**src/rtl/sigmoid_pkg.sv**
```systemverilog
// rtl/sigmoid_pkg.sv - shared constants, stage type and slope helper for the sigmoid scheduler
package sigmoid_pkg;
  localparam int XW      = 8;
  localparam int SQW     = 16;
  localparam int OW      = 10;
  localparam int IDW_MAX = 3;

  localparam logic signed [SQW-1:0] ONE_Q     = 16'sh0100;
  localparam logic signed [XW-1:0]  S_POS     = 8'sh10;
  localparam logic signed [XW-1:0]  S_NEG     = 8'shF0;
  localparam logic signed [XW-1:0]  X_NEG_SAT = -8'sd64;
  localparam logic signed [XW-1:0]  X_POS_SAT = 8'sd63;

  typedef struct packed {
    logic signed [XW-1:0]  x;
    logic signed [SQW-1:0] sq;
    logic [IDW_MAX-1:0]    id;
    logic                  v;
  } stage_t;

  // Piecewise slope term; saturates to 0 (negative side) or 1 (positive side).
  function automatic logic signed [XW-1:0] sig_slope(input logic signed [XW-1:0] x);
    logic signed [XW-1:0] y;
    logic signed [XW-1:0] z;
    y = x[XW-1] ? -x : x;
    z = y >>> 2;
    if (x[XW-1]) sig_slope = (x > X_NEG_SAT) ? S_NEG + z : '0;
    else         sig_slope = (x < X_POS_SAT) ? S_POS - z : 8'sd1;
  endfunction
endpackage

```
**src/rtl/sigmoid_pipe.sv**
```systemverilog
// rtl/sigmoid_pipe.sv - three-register sigmoid datapath with a global stall
module sigmoid_pipe
  import sigmoid_pkg::*;
(
  input  logic                 clk,
  input  logic                 rst_n,
  input  logic                 stall,
  input  logic                 in_valid,
  input  logic signed [XW-1:0] in_x,
  input  logic [IDW_MAX-1:0]   in_id,
  output logic                 out_valid,
  output logic [OW-1:0]        out_data,
  output logic [IDW_MAX-1:0]   out_id,
  output logic                 busy
);
  logic                  s0_v;
  logic signed [XW-1:0]  s0_x;
  logic [IDW_MAX-1:0]    s0_id;
  stage_t                s1;

  logic signed [XW-1:0]  s_val;
  logic signed [SQW-1:0] s_ext;
  logic signed [SQW-1:0] sq_next;
  logic signed [SQW-1:0] t;
  logic signed [SQW-1:0] diff;
  logic [OW-1:0]         res_next;
  logic                  unused_msbs;

  always_comb begin
    s_val    = sig_slope(s0_x);
    s_ext    = {{(SQW-XW){s_val[XW-1]}}, s_val};
    sq_next  = s_ext * s_ext;
    t        = s1.sq >>> 1;
    diff     = ONE_Q - t;
    res_next = s1.x[XW-1] ? t[OW-1:0] : diff[OW-1:0];
  end

  assign unused_msbs = ^{t[SQW-1:OW], diff[SQW-1:OW]};

  // Bubbles advance like real entries; only a stalled output freezes everything.
  always_ff @(posedge clk or negedge rst_n) begin
    if (!rst_n) begin
      s0_v      <= 1'b0;
      s0_x      <= '0;
      s0_id     <= '0;
      s1        <= '0;
      out_valid <= 1'b0;
      out_data  <= '0;
      out_id    <= '0;
    end else if (!stall) begin
      s0_v      <= in_valid;
      s0_x      <= in_x;
      s0_id     <= in_id;
      s1        <= '{x: s0_x, sq: sq_next, id: s0_id, v: s0_v};
      out_valid <= s1.v;
      out_data  <= res_next;
      out_id    <= s1.id;
    end
  end

  assign busy = s0_v | s1.v | out_valid;
endmodule

```
**src/rtl/sigmoid_rr_sched.sv**
```systemverilog
// rtl/sigmoid_rr_sched.sv - round-robin arbiter feeding one shared sigmoid pipeline
module sigmoid_rr_sched
  import sigmoid_pkg::*;
#(
  parameter int NREQ = 4,
  parameter int IDW  = $clog2(NREQ)
) (
  input  logic             clk,
  input  logic             rst_n,
  input  logic [NREQ-1:0]  req_valid,
  input  logic [NREQ*8-1:0] req_x,
  output logic [NREQ-1:0]  req_ready,
  output logic             out_valid,
  output logic [OW-1:0]    out_data,
  output logic [IDW-1:0]   out_id,
  input  logic             out_ready,
  output logic             busy
);
  logic [IDW-1:0]       last_grant;
  logic [IDW-1:0]       sel_id;
  logic [IDW:0]         cand;
  logic                 sel_found;
  logic                 stall;
  logic                 accept;
  logic signed [XW-1:0] sel_x;
  logic [IDW_MAX-1:0]   pipe_id;

  assign stall = out_valid & ~out_ready;

  // Search starts one past the last grant and wraps modulo NREQ.
  always_comb begin
    sel_found = 1'b0;
    sel_id    = '0;
    cand      = '0;
    for (int k = 1; k <= NREQ; k++) begin
      cand = {1'b0, last_grant} + (IDW+1)'(k);
      if (cand >= (IDW+1)'(NREQ)) cand = cand - (IDW+1)'(NREQ);
      if (!sel_found && req_valid[cand[IDW-1:0]]) begin
        sel_found = 1'b1;
        sel_id    = cand[IDW-1:0];
      end
    end
  end

  always_comb begin
    sel_x = '0;
    for (int i = 0; i < NREQ; i++) begin
      if (sel_id == IDW'(i)) sel_x = req_x[i*XW +: XW];
    end
  end

  assign accept    = rst_n & ~stall & sel_found;
  assign req_ready = accept ? (NREQ'(1) << sel_id) : '0;

  always_ff @(posedge clk or negedge rst_n) begin
    if (!rst_n)      last_grant <= IDW'(NREQ - 1);
    else if (accept) last_grant <= sel_id;
  end

  sigmoid_pipe u_pipe (
    .clk       (clk),
    .rst_n     (rst_n),
    .stall     (stall),
    .in_valid  (accept),
    .in_x      (sel_x),
    .in_id     (IDW_MAX'(sel_id)),
    .out_valid (out_valid),
    .out_data  (out_data),
    .out_id    (pipe_id),
    .busy      (busy)
  );

  assign out_id = pipe_id[IDW-1:0];

  generate
    if (IDW < IDW_MAX) begin : g_id_pad
      logic unused_id_msbs;
      assign unused_id_msbs = ^pipe_id[IDW_MAX-1:IDW];
    end
  endgenerate
endmodule

```
**config.mk**
```make
export PLATFORM = sky130hd
export DESIGN_NAME = sigmoid_rr_sched
export DESIGN_NICKNAME = d
export VERILOG_FILES = /design/src/rtl/sigmoid_pkg.sv /design/src/rtl/sigmoid_pipe.sv /design/src/rtl/sigmoid_rr_sched.sv
export SDC_FILE = /design/constraint.sdc
export NUM_CORES = 1
export LEC_CHECK = 0
export CAP_MARGIN = 40
export CORE_AREA = 2 2 105 107
export DETAILED_ROUTE_END_ITERATION = 16
export DIE_AREA = 0 0 107 109
export PLACE_DENSITY = 0.62
export SLEW_MARGIN = 20
export SYNTH_ARGS = -nofsm -noshare
export SYNTH_HDL_FRONTEND = slang
export SYNTH_SLANG_ARGS = --single-unit
```
**constraint.sdc**
```tcl
create_clock -name clk -period 5.25 [get_ports clk]
set_input_delay 1.3125 -clock clk [delete_from_list [all_inputs] [get_ports clk]]
set_output_delay 1.3125 -clock clk [all_outputs]
set_load 0.01 [all_outputs]
```
==> results by stage, run 1 <==
Logic synthesis:
- By area the synthesized netlist is led by dfrtp_1 (26%), fa_1 (13%), ha_1 (8.5%).
- Yosys instantiated no cell more often than nand2_1.
- The commonest cells after synthesis are nand2_1 (54), nor2_1 (42), inv_1 (37), dfrtp_1 (36), ha_1 (24).
- The largest area contributor in the netlist is dfrtp_1.
- Of the synthesized area, sequential elements account for 0.270.
- Yosys mapped the design onto 54 distinct sky130hd cell types.
- The share of Yosys cell area claimed by the top area cell type is 0.255.
- The number of warnings issued by yosys is 0.
- The per-instance average area after synthesis is slightly below 9 sq um.
- The summed instance area of the synthesized netlist is about 3500 sq um.
- The number of register bits inferred by synthesis is 38.
- The async set-or-reset flop fraction in the synthesized netlist is 1.00.
- In this run, synthesis inferred 0 flip-flops with an integrated enable.
- The number of standard cells after synthesis is 400.
- When the netlist entered floorplanning its net count stood at 486.
- The main flop type after synthesis is dfrtp_1.

Floorplanning:
- The height of the die is 109 microns.
- The I/O pin total is 57.
- The core region is ~11000 sq um.
- The area of the die is 11700 sq um.
- The initial utilization of the core area, before any placement, comes to 0.333.
- From left edge to right edge, the die measures between 100 and 150 microns.
- The initialized floorplan defines 38 standard-cell rows.

Placed design:
- Once placement completed, the tool counted placed cells totaling 615.
- The post-place instance area is between 4000 and 5000 sq um.
- The count of buffers added on input and output ports is between 50 and 60.
- Detailed placement ended at an HPWL of roughly 6.3 mm.
- The final weighted congestion in routability-driven placement is about 0.86.

Critical path:
- The endpoint of the most critical register-to-register path is u_pipe.s1[14].
- The source of the worst register-to-register timing path is u_pipe.s0_x[2].
- Across all register-to-register paths, the minimum setup slack is -0.02 ns.
- The worst setup path is launched from a flop.
- On the worst path, the slowest cell contributes a delay of between 0.5 and 0.6 ns.
- The library cell appearing most often on the critical path is fa_1.
- Walking the worst path, the cells encountered are nor4_4 > buf_4 > nand4b_1 > buf_4 > ha_2 > o41a_1 > inv_2 > nand2_4 > fa_1 > fa_1 > fa_1 > fa_1 > inv_2 > ha_4 > o21a_1 > o31ai_2 > a21oi_2 > xor2_1 > and4_1 > o31ai_2.
- For the worst setup path, the data required time is roughly 5.4 ns.
- Data arrives at the worst endpoint at 5.43 ns.
- The nature of the critical path endpoint is a flop.
- In this run the worst path has a maximum fanout of 5.
- The number of cells on the worst reg-to-reg path is 20.
- The top cell family by delay on the critical path is adder cells.
- For this design, the slowest cell found on the critical path is fa_1.
- The setup path with the least slack is of type flop to flop.
- The count of buffering cells on the critical path with inverters included is 4.

Worst hold path:
- The origin of the worst min-delay path is u_pipe.out_id[0].
- The worst hold path terminates at u_pipe.out_id[0].
- The type of the tightest min-delay check is flop to flop.
- Counting instances, the worst hold path has a depth of 2.

Drt:
- The count of nets left with antenna violations once routing finished came out at 0.
- The overall routed net length is just under 8 mm.
- The initial DRC count is approximately 140.
- The count of vias placed by the detailed router is between 2000 and 3000.
- The final routed wire length divided by cell count is roughly 12 microns.
- Using the TritonRoute via totals, the vias-per-cell ratio works out to between 4 and 5.
- The first TritonRoute pass finished after 4 iterations.
- For this run, design rule violations remaining after detail routing come to 0.

GRT:
- The number of antenna violations at the first check in global routing is 0.
- The pin count of the biggest net entering global routing is 39.
- The number of global-route vias before repair is approximately 3000.
- The overall fraction of global-route tracks in use is 0.142.
- The residual overflow from global routing is 0.
- The global-route wire length before repair is 13.6 mm.

STA:
- The share of the clock period used by the worst path is 1.00.
- Derived from the worst setup path, the maximum achievable clock frequency is around 190 MHz.
- The worst hold slack after final layout is approximately 0.47 ns.
- The final hold violation count is 0.
- Clock skew on the completed layout was measured at a little under 0.005 ns.
- The minimum period implied by the final worst setup slack is around 5.3 ns.
- The relative max-transition margin is 0.553.
- The final count of negative-setup-slack endpoints is 1.
- Setup repair after global routing could not meet its margin everywhere.
- The actual slew at the worst max-slew pin is roughly 0.67 ns.
- The worst-case setup margin in the final layout is -0.0197 ns.
- The total count of max-transition violations in the final report was 0.
- The final sum of negative setup slack is -0.0197 ns.

Run:
- The reported max-cap violation count is 0.

Run status:
- The run finished, with violations left.
- The checks that failed: negative setup slack.

Clock tree:
- The level count of the clock H-tree is 2.
- In this run the clock root is driven by a clkbuf_8.
- The number of clock buffers inserted by TritonCTS is 5.
- The clock reaches the later pin of the worst-skew pair after about 0.29 ns.
- The clock tree from TritonCTS is built.
- For this design, the sink count on the clock tree is 38.
- The clock passes through at most 2 buffers.
- After clock tree synthesis, the clock-pin slew on the worst setup and hold paths is around 0.070 ns.

Layout:
- The repair_antennas step left the layout with diodes totalling 0.
- The finished cells cover between 4000 and 5000 sq um.
- The share of post-route cells with drive strength above 1 is 0.208.
- The area growth from synthesis to layout is 33.4%.
- After the flow finishes, the layout carries non-filler instances totaling roughly 630.
- The number of nets in the layout is 571.
- The layout has just over 1000 filler cells.
-- timing repair --
item,4_1_cts,5_1_grt
gates resized for setup,7,10
buffers inserted,3,0
endpoints found under the setup margin,1,2
pin swaps,12,4
hold buffers,0,0
-- tightest hold or removal path, stage by stage (launching register included) --
cell and delay (ns):
dfrtp_1 0.34, nand2_1 0.05, nand2_1 0.05
-- state kept, by name, summed over array words and instances (netlist names) --
name              flops
u_pipe.s0_v           1
u_pipe.s1            13
u_pipe.s0_x           8
u_pipe.out_valid      1
u_pipe.s0_id          2
u_pipe.out_id         2
last_grant            2
u_pipe.out_data       9
-- cell usage in the layout (no fill, tap or decap), types with 5 or more instances in the layout --
cell and count:
clkbuf_8 6, xnor2_1 13, ha_1 17, a31oi_1 5, o21ai_1 10, nand3_1 6, buf_4 44, mux2i_1 19
a21oi_1 16, nor2b_1 5, xor2_1 10, inv_1 35, o21ai_0 10, dfrtp_1 32, mux2_2 8, fa_1 22
nor2_1 41, clkdlybuf4s50_1 54, inv_2 5, nand2_1 50, nand2b_1 8
-- metrics by stage --
stage | worst slack (ns) | utilization
4_1_cts | -0.0211 | 0.441
6_report | -0.0197 | 0.444
5_1_grt | -0.333 | 0.444
3_3_place_gp | -0.0606 | 0.428
2_1_floorplan | 0.0165 | -
3_5_place_dp | -0.133 | 0.428
-- final cells by class --
type	count	area, sq um	share of cell area
clock inverter	1	5.00	0.00106
timing repair buffer	99	876	0.186
sequential	38	958	0.204
tap	140	175	0.0372
multi-input combinational	301	2450	0.522
inverter	40	150	0.0319
clock buffer	7	86.3	0.0183
-- worst max-delay path by stage --
| stage | start | to | slack (ns) | depth (start not counted) |
|---|---|---|---|---|
| 2_1_floorplan | u_pipe.s0_x[2] | u_pipe.s1[14] | 0.02 | 24 |
| 5_1_grt | u_pipe.s0_x[0] | u_pipe.s1[14] | -0.33 | 22 |
| 3_5_place_dp | u_pipe.s0_x[2] | u_pipe.s1[14] | -0.13 | 22 |
| 4_1_cts | u_pipe.s0_x[3] | u_pipe.s1[14] | -0.02 | 20 |
| 6_report | u_pipe.s0_x[2] | u_pipe.s1[14] | -0.02 | 20 |
| 3_3_place_gp | u_pipe.s0_x[2] | u_pipe.s1[14] | -0.06 | 22 |
-- cells by family (layout without fill, tap and decap cells) --
group	after synthesis	count (layout)	share of synthesized area
adders and majority gates	47	47	0.216
and+or+nand+nor	137	137	0.176
AOI/OAI and AO/OA	62	62	0.115
DFF	38	38	0.270
buffers and inverters	61	147	0.0695
muxes	27	27	0.0794
other	1	1	0.00106
xor gates and xnor gates	27	27	0.0731
-- layer usage --
layer  vias up  track usage  routed length, microns
li1       1475            -                       -
met1      1411        0.183                    3480
met2        47        0.250                    3990
met3        10       0.0143                     184
met4         0       0.0519                     144
met5         -            0                       0
Power of run 1 is left out: the tool's default activity adds up to more than one toggle a clock period on the data nets, which glitch-free logic cannot reach.
==> inputs of run 2 (changes only) <==
CORE_AREA = 4 4 107 109   (was 2 2 105 107)
DIE_AREA = 0 0 111 113   (was 0 0 107 109)
SLEW_MARGIN = 15   (was 20)
==> run 2 against run 1 <==
Compared with the run above: the run still ends with negative setup slack left; worst setup slack got worse by 0.066 ns; core utilization rose by 1.3 points; global-route usage fell by 1.0 points; sequential share of layout area fell by 0.66 points; maximum frequency fell by 1.2%; critical path depth rose by 1; via count rose by 0.68%; non-clock buffer count rose by 17; cell area rose by 3.0%; wire length rose by 4.2%; count of clock-buffer cells in the layout fell by 1; critical path type unchanged; largest cell class unchanged.
==> results by stage, run 2 (synthesis gave the netlist of run 1 again) <==
Clock tree:
- The clock transition time at the flip-flop clock pins of the worst setup and hold paths is 0.08 ns (about the same).
- The level count of the clock H-tree was 2 (unchanged).
- The maximum count of clock buffers along a single path is 2 (unchanged).
- The clock sink count is 38 (unchanged).
- The count of hold buffers inserted by post-cts repair is 0 (unchanged).
- The clock tree from TritonCTS is built.
- The source-to-sink clock delay at the later pin of the worst-skew pair is 0.28 ns (about the same).
- The number of clock buffers inserted by TritonCTS is 5 (unchanged).
- The root buffer cell chosen for the clock tree is clkbuf_8.

Placed design:
- The count of input and output buffers is 55 (unchanged).
- The post-DP HPWL came to 6.34 mm (+1.2%).
- The final weighted congestion in routability-driven placement is 0.851 (-0.86%).

Drt:
- The antenna violation net count after detailed routing is 0 (unchanged).
- The number of search-and-repair iterations in the first detailed-routing pass came to 4 (unchanged).
- The final routed wire length divided by cell count is 12.6 microns (+1.5%).
- The initial DRC count is 151 (+12%).
- The overall routed net length came to 8.13 mm (+4.2%).
- The number of remaining DRC errors is 0 (unchanged).
- The count of vias placed by the detailed router is 2963 (+0.68%).
- The detailed-route vias per instance is 4.61 (-2.0%).

Run status:
- The flow ran to the end, but the final reports show violations.
- The final reports fail on negative setup slack.

Worst hold path:
- The destination of the worst hold path is u_pipe.out_id[1].
- The type of the tightest min-delay check is flop to flop.
- The hold path depth came to 2 (unchanged).
- The worst hold path begins at u_pipe.s1[2].

Floorplanning:
- The core area is 10600 sq um (unchanged).
- The number of rows created at floorplan is 38 (unchanged).
- The height of the die was 113 microns (+3.7%).
- The I/O pin total came to 57 (unchanged).
- The area of the die is 12500 sq um (+7.5%).
- The die width is 111 microns (+3.7%).
- The starting utilization of the core area is 0.333 (unchanged).

Critical path:
- The worst reg-to-reg setup slack is -0.09 ns (-0.07 ns).
- The nature of the critical path endpoint is a flop.
- The most critical setup path has its startpoint at u_pipe.s0_x[3].
- The start-to-end type of the worst setup path is flop to flop.
- STA classifies the critical path startpoint as a flop.
- In this run the critical register-to-register path is launched from u_pipe.s0_x[3].
- The required time at the endpoint of the critical path is 5.41 ns (about the same).
- The data arrival at the endpoint of the critical path is 5.50 ns (+0.07 ns).
- The number of cells on the worst reg-to-reg path is 21 (+5.0%).
- The endpoint of the most critical register-to-register path is u_pipe.s1[14].
- The top fanout value on the critical path is 6 (+1).

Layout:
- In the layout the commonest cells are buf_4 (60), clkdlybuf4s50_1 (54), nand2_1 (49), nor2_1 (41).
- The most flop-heavy register is u_pipe.s1.
- The diode insertion count for antenna repair came to 0 (unchanged).
- The multi-input gate area in the final layout is 2460 sq um (+0.31%).
- The flip-flop and latch area is 955 sq um (-0.39%).
- The share of post-route cells with drive strength above 1 was 0.235 (+0.0268).
- The largest registers in the layout are u_pipe.s1 (13), u_pipe.out_data (9), u_pipe.s0_x (8).
- The commonest non-fill, non-tap cell in the layout is buf_4.
- The area growth from synthesis to layout is 37.3%.
- The number of flip-flops under the largest register name is 13 (unchanged).
- The filler cell count in the final layout is 1016 (+0.099%).
- The number of nets in the layout is 588 (+3.0%).

Run:
- The reported max-cap violation count was 0 (unchanged).

GRT:
- The number of antenna violations at the first check in global routing is 0 (unchanged).
- The global-route wire length before repair is 14.0 mm (+3.6%).
- The number of global-route vias before repair is 2993 (-0.47%).
- The residual overflow from global routing was 0 (unchanged).
- The pin count of the biggest net entering global routing is 39 (unchanged).
- The overall fraction of global-route tracks in use is 0.132 (-0.0100).

STA:
- Setup repair after global routing could not meet its margin everywhere.
- The timing-limited maximum frequency is 187 MHz (-1.2%).
- The worst hold slack after final layout was 0.470 ns (-0.00274 ns).
- The final setup skew came to 0.00434 ns (-0.000579 ns).
- The worst-case setup margin in the final layout is -0.0852 ns (-0.0655 ns).
- The share of the clock period used by the worst path is 1.02 (+0.0125).
- The total count of max-transition violations in the final report is 0 (unchanged).
- The minimum period implied by the final worst setup slack is 5.34 ns (+0.0655 ns).
- The final hold violation count is 0 (unchanged).
- The final count of negative-setup-slack endpoints is 1 (unchanged).
run 2: stage by stage:
step           area (sq um)  setup TNS, ns  setup slack, ns  instances  utilization
2_1_floorplan          3600              0           0.0165        400            -
3_3_place_gp           4560        -0.0129          -0.0129        617        0.430
3_5_place_dp           4560         -0.124           -0.124        617        0.430
4_1_cts                4820        -0.0293          -0.0293        640        0.454
5_1_grt                4840         -0.800           -0.309        643        0.457
6_report               4840        -0.0852          -0.0852        643        0.457
run 2: what timing repair did:
item / 4_1_cts / 5_1_grt
cloned: 0 / 0
endpoints found under the setup margin: 1 / 4
pin swaps: 26 / 8
buffers inserted: 15 / 3
resized for setup: 16 / 1
run 2: area by class of cell:
class                      instances  share of cell area
clock inverter                     2             0.00258
clock buffer                       6              0.0170
sequential                        38               0.197
tap                              140              0.0362
multi-input combinational        301               0.508
inverter                          40              0.0310
timing repair buffer             116               0.208
run 2: metal layers:
metal / vias up / routed length, microns / global-route usage
met1: 1399 / 3620 / 0.174
met5: - / 0 / 0
met3: 13 / 216 / 0.0176
met2: 41 / 4130 / 0.229
met4: 0 / 161 / 0.0411
li1: 1510 / - / -
run 2: worst max-delay path, cell delays in order (launching register included):
cell,delay (ns)
dfrtp_1,0.42
nor4_4,0.34
nand2_1,0.10
nand2_2,0.09
xnor2_2,0.13
inv_1,0.07
ha_2,0.17
o41a_1,0.43
inv_2,0.15
nand2_2,0.07
fa_1,0.50
fa_1,0.52
fa_1,0.52
fa_1,0.54
inv_2,0.05
ha_4,0.25
o21a_1,0.14
o31ai_2,0.09
a21oi_1,0.17
xor2_1,0.18
and4_1,0.21
o31ai_2,0.06
run 2: worst max path at each step:
stage,end,slack (ns),cells after the start
final,u_pipe.s1[14],-0.09,21
after global routing,u_pipe.s1[14],-0.31,21
after CTS,u_pipe.s1[14],-0.03,21
after detailed placement,u_pipe.s1[14],-0.12,20
after global placement,u_pipe.s1[14],-0.01,21
after floorplan,u_pipe.s1[14],0.02,24
Power of run 2 is left out for the same reason.
==> inputs of run 3 (changes only) <==
CTS_BUF_LIST = sky130_fd_sc_hd__clkbuf_4 sky130_fd_sc_hd__clkbuf_8 sky130_fd_sc_hd__clkbuf_16   (was unset)
SKIP_CTS_REPAIR_TIMING = 1   (was unset)
==> run 3 against run 2 <==
Compared with the run above: the run still ends with negative setup slack left; critical path depth did not move; cell count decreased by 2.8%; count of clock-buffer cells in the layout is the same; sequential share of layout area grew 0.72 points; critical endpoint unchanged; largest cell class unchanged.
==> results by stage, run 3 (synthesis gave the netlist of run 1 again) <==
STA:
- The worst-case setup margin in the final layout is -0.0872 ns (-0.00199 ns).
- The minimum period implied by the final worst setup slack is 5.34 ns (+0.00199 ns).
- The share of the clock period used by the worst path came to 1.02 (about the same).
- The total count of max-transition violations in the final report was 0 (unchanged).
- The timing-limited maximum frequency is 187 MHz (about the same).
- The final setup skew is 0.00455 ns (+0.000210 ns).
- Setup repair after global routing could not meet its margin everywhere.
- The final hold violation count came to 0 (unchanged).
- The final count of negative-setup-slack endpoints is 1 (unchanged).

Placed design:
- The post-DP HPWL is 6.34 mm (unchanged).
- The final weighted congestion in routability-driven placement is 0.851 (unchanged).
- The count of input and output buffers was 55 (unchanged).

Critical path:
- The required time at the endpoint of the critical path came to 5.41 ns (about the same).
- The worst setup path is captured at a flop.
- The start-to-end type of the worst setup path is flop to flop.
- The top fanout value on the critical path is 6 (unchanged).
- The data arrival at the endpoint of the critical path came to 5.50 ns (about the same).
- The startpoint type of the worst setup path is a flop.

Layout:
- The post-layout utilization of the core came to 0.441 (-0.0155).
- The most flop-heavy register is u_pipe.s1.
- The commonest non-fill, non-tap cell in the layout is clkdlybuf4s50_1.
- In the layout the commonest cells are clkdlybuf4s50_1 (54), nand2_1 (50), buf_4 (43), nor2_1 (41), inv_1 (37).
- In the final layout, the registers with the most flip-flops are u_pipe.s1 (13), u_pipe.out_data (9), u_pipe.s0_x (8).
- The number of nets in the layout came to 570 (-3.1%).
- The number of flip-flops under the largest register name is 13 (unchanged).
- The share of post-route cells with drive strength above 1 was 0.194 (-0.0408).
- The diode insertion count for antenna repair was 0 (unchanged).
- The filler cell count in the final layout was 1035 (+1.9%).
- The area growth from synthesis to layout is 32.7%.

Floorplanning:
- The number of rows created at floorplan is 38 (unchanged).
- The I/O pin total was 57 (unchanged).
- The starting utilization of the core area is 0.333 (unchanged).
- The area of the die came to 12500 sq um (unchanged).
- The core area is 10600 sq um (unchanged).
- The height of the die came to 113 microns (unchanged).
- The die width is 111 microns (unchanged).

Drt:
- The antenna violation net count after detailed routing is 0 (unchanged).
- The count of vias placed by the detailed router is 2882 (-2.7%).
- The overall routed net length came to 7.85 mm (-3.4%).
- The number of search-and-repair iterations in the first detailed-routing pass is 5 (+1).
- The initial DRC count is 170 (+13%).
- The final routed wire length divided by cell count came to 12.6 microns (-0.66%).
- The number of remaining DRC errors is 0 (unchanged).
- The detailed-route vias per instance is 4.61 (about the same).

Worst hold path:
- The type of the tightest min-delay check is flop to flop.

GRT:
- The number of global-route vias before repair is 2865 (-4.3%).
- The pin count of the biggest net entering global routing was 39 (unchanged).
- The global-route wire length before repair is 13.6 mm (-3.5%).
- The number of antenna violations at the first check in global routing is 0 (unchanged).
- The residual overflow from global routing is 0 (unchanged).
- The overall fraction of global-route tracks in use came to 0.128 (-0.00467).

Clock tree:
- The maximum count of clock buffers along a single path is 2 (unchanged).
- TritonCTS built the clock tree.
- The clock transition time at the flip-flop clock pins of the worst setup and hold paths is 0.08 ns (about the same).
- The level count of the clock H-tree was 2 (unchanged).
- The source-to-sink clock delay at the later pin of the worst-skew pair is 0.28 ns (about the same).
- In this run the clock root is driven by a clkbuf_8.
- The clock sink count was 38 (unchanged).
- The number of clock buffers inserted by TritonCTS is 5 (unchanged).

Run status:
- The checks that failed: negative setup slack.
- The run finished, with violations left.

Run:
- The reported max-cap violation count is 0 (unchanged).
==> run 3: worst max-delay path, cell delays in order, from the launching register on <==
cell	delay, ns
dfrtp_1	0.44
nor4_4	0.33
nand2_1	0.10
nand2_2	0.09
xnor2_2	0.13
inv_1	0.07
ha_1	0.21
o41a_1	0.45
inv_2	0.15
nand2_4	0.09
fa_1	0.48
fa_1	0.57
fa_1	0.44
fa_1	0.49
inv_1	0.06
ha_4	0.26
o21a_1	0.14
o31ai_2	0.09
a21oi_1	0.17
xor2_1	0.18
and4_1	0.21
o31ai_2	0.06
==> run 3: per-stage QoR <==
step           hold WS [ns]  TNS (ns)  area, sq um  instances  setup slack, ns
2_1_floorplan         0.439         0         3600        400           0.0165
3_3_place_gp          0.453   -0.0129         4560        617          -0.0129
3_5_place_dp          0.458    -0.124         4560        617           -0.124
4_1_cts               0.476    -0.138         4650        625           -0.138
5_1_grt               0.511    -0.487         4680        625           -0.302
6_report              0.469   -0.0872         4680        625          -0.0872
==> run 3: path summary, 6_finish.rpt <==
kind                           startpoint            endpoint  slack (ns)  cells after the start
min in group asynchronous           rst_n  u_pipe.out_data[5]        1.10                      2
min reg2reg                  u_pipe.s1[2]    u_pipe.out_id[1]        0.47                      2
max                        u_pipe.s0_x[3]       u_pipe.s1[14]       -0.09                     21
max in group asynchronous           rst_n      u_pipe.s0_x[2]        3.78                      2
min                          u_pipe.s1[2]    u_pipe.out_id[1]        0.47                      2
max reg2reg                u_pipe.s0_x[3]       u_pipe.s1[14]       -0.09                     21
==> run 3: cell type report <==
class | instances | area (sq um) | share of cell area
Sequential cell | 38 | 956 | 0.204
Timing Repair Buffer | 98 | 868 | 0.186
Clock buffer | 6 | 82.6 | 0.0176
Tap cell | 140 | 175 | 0.0374
Multi-Input combinational cell | 301 | 2440 | 0.520
Clock inverter | 2 | 12.5 | 0.00267
Inverter | 40 | 150 | 0.0321
==> run 3: layer usage <==
metal	vias to the layer above	GRT usage	share of wire
met5	-	0	0
met2	37	0.218	0.50
li1	1472	-	-
met3	7	0.0160	0.023
met4	0	0.0353	0.012
met1	1366	0.172	0.46
Power of run 3 is left out for the same reason.
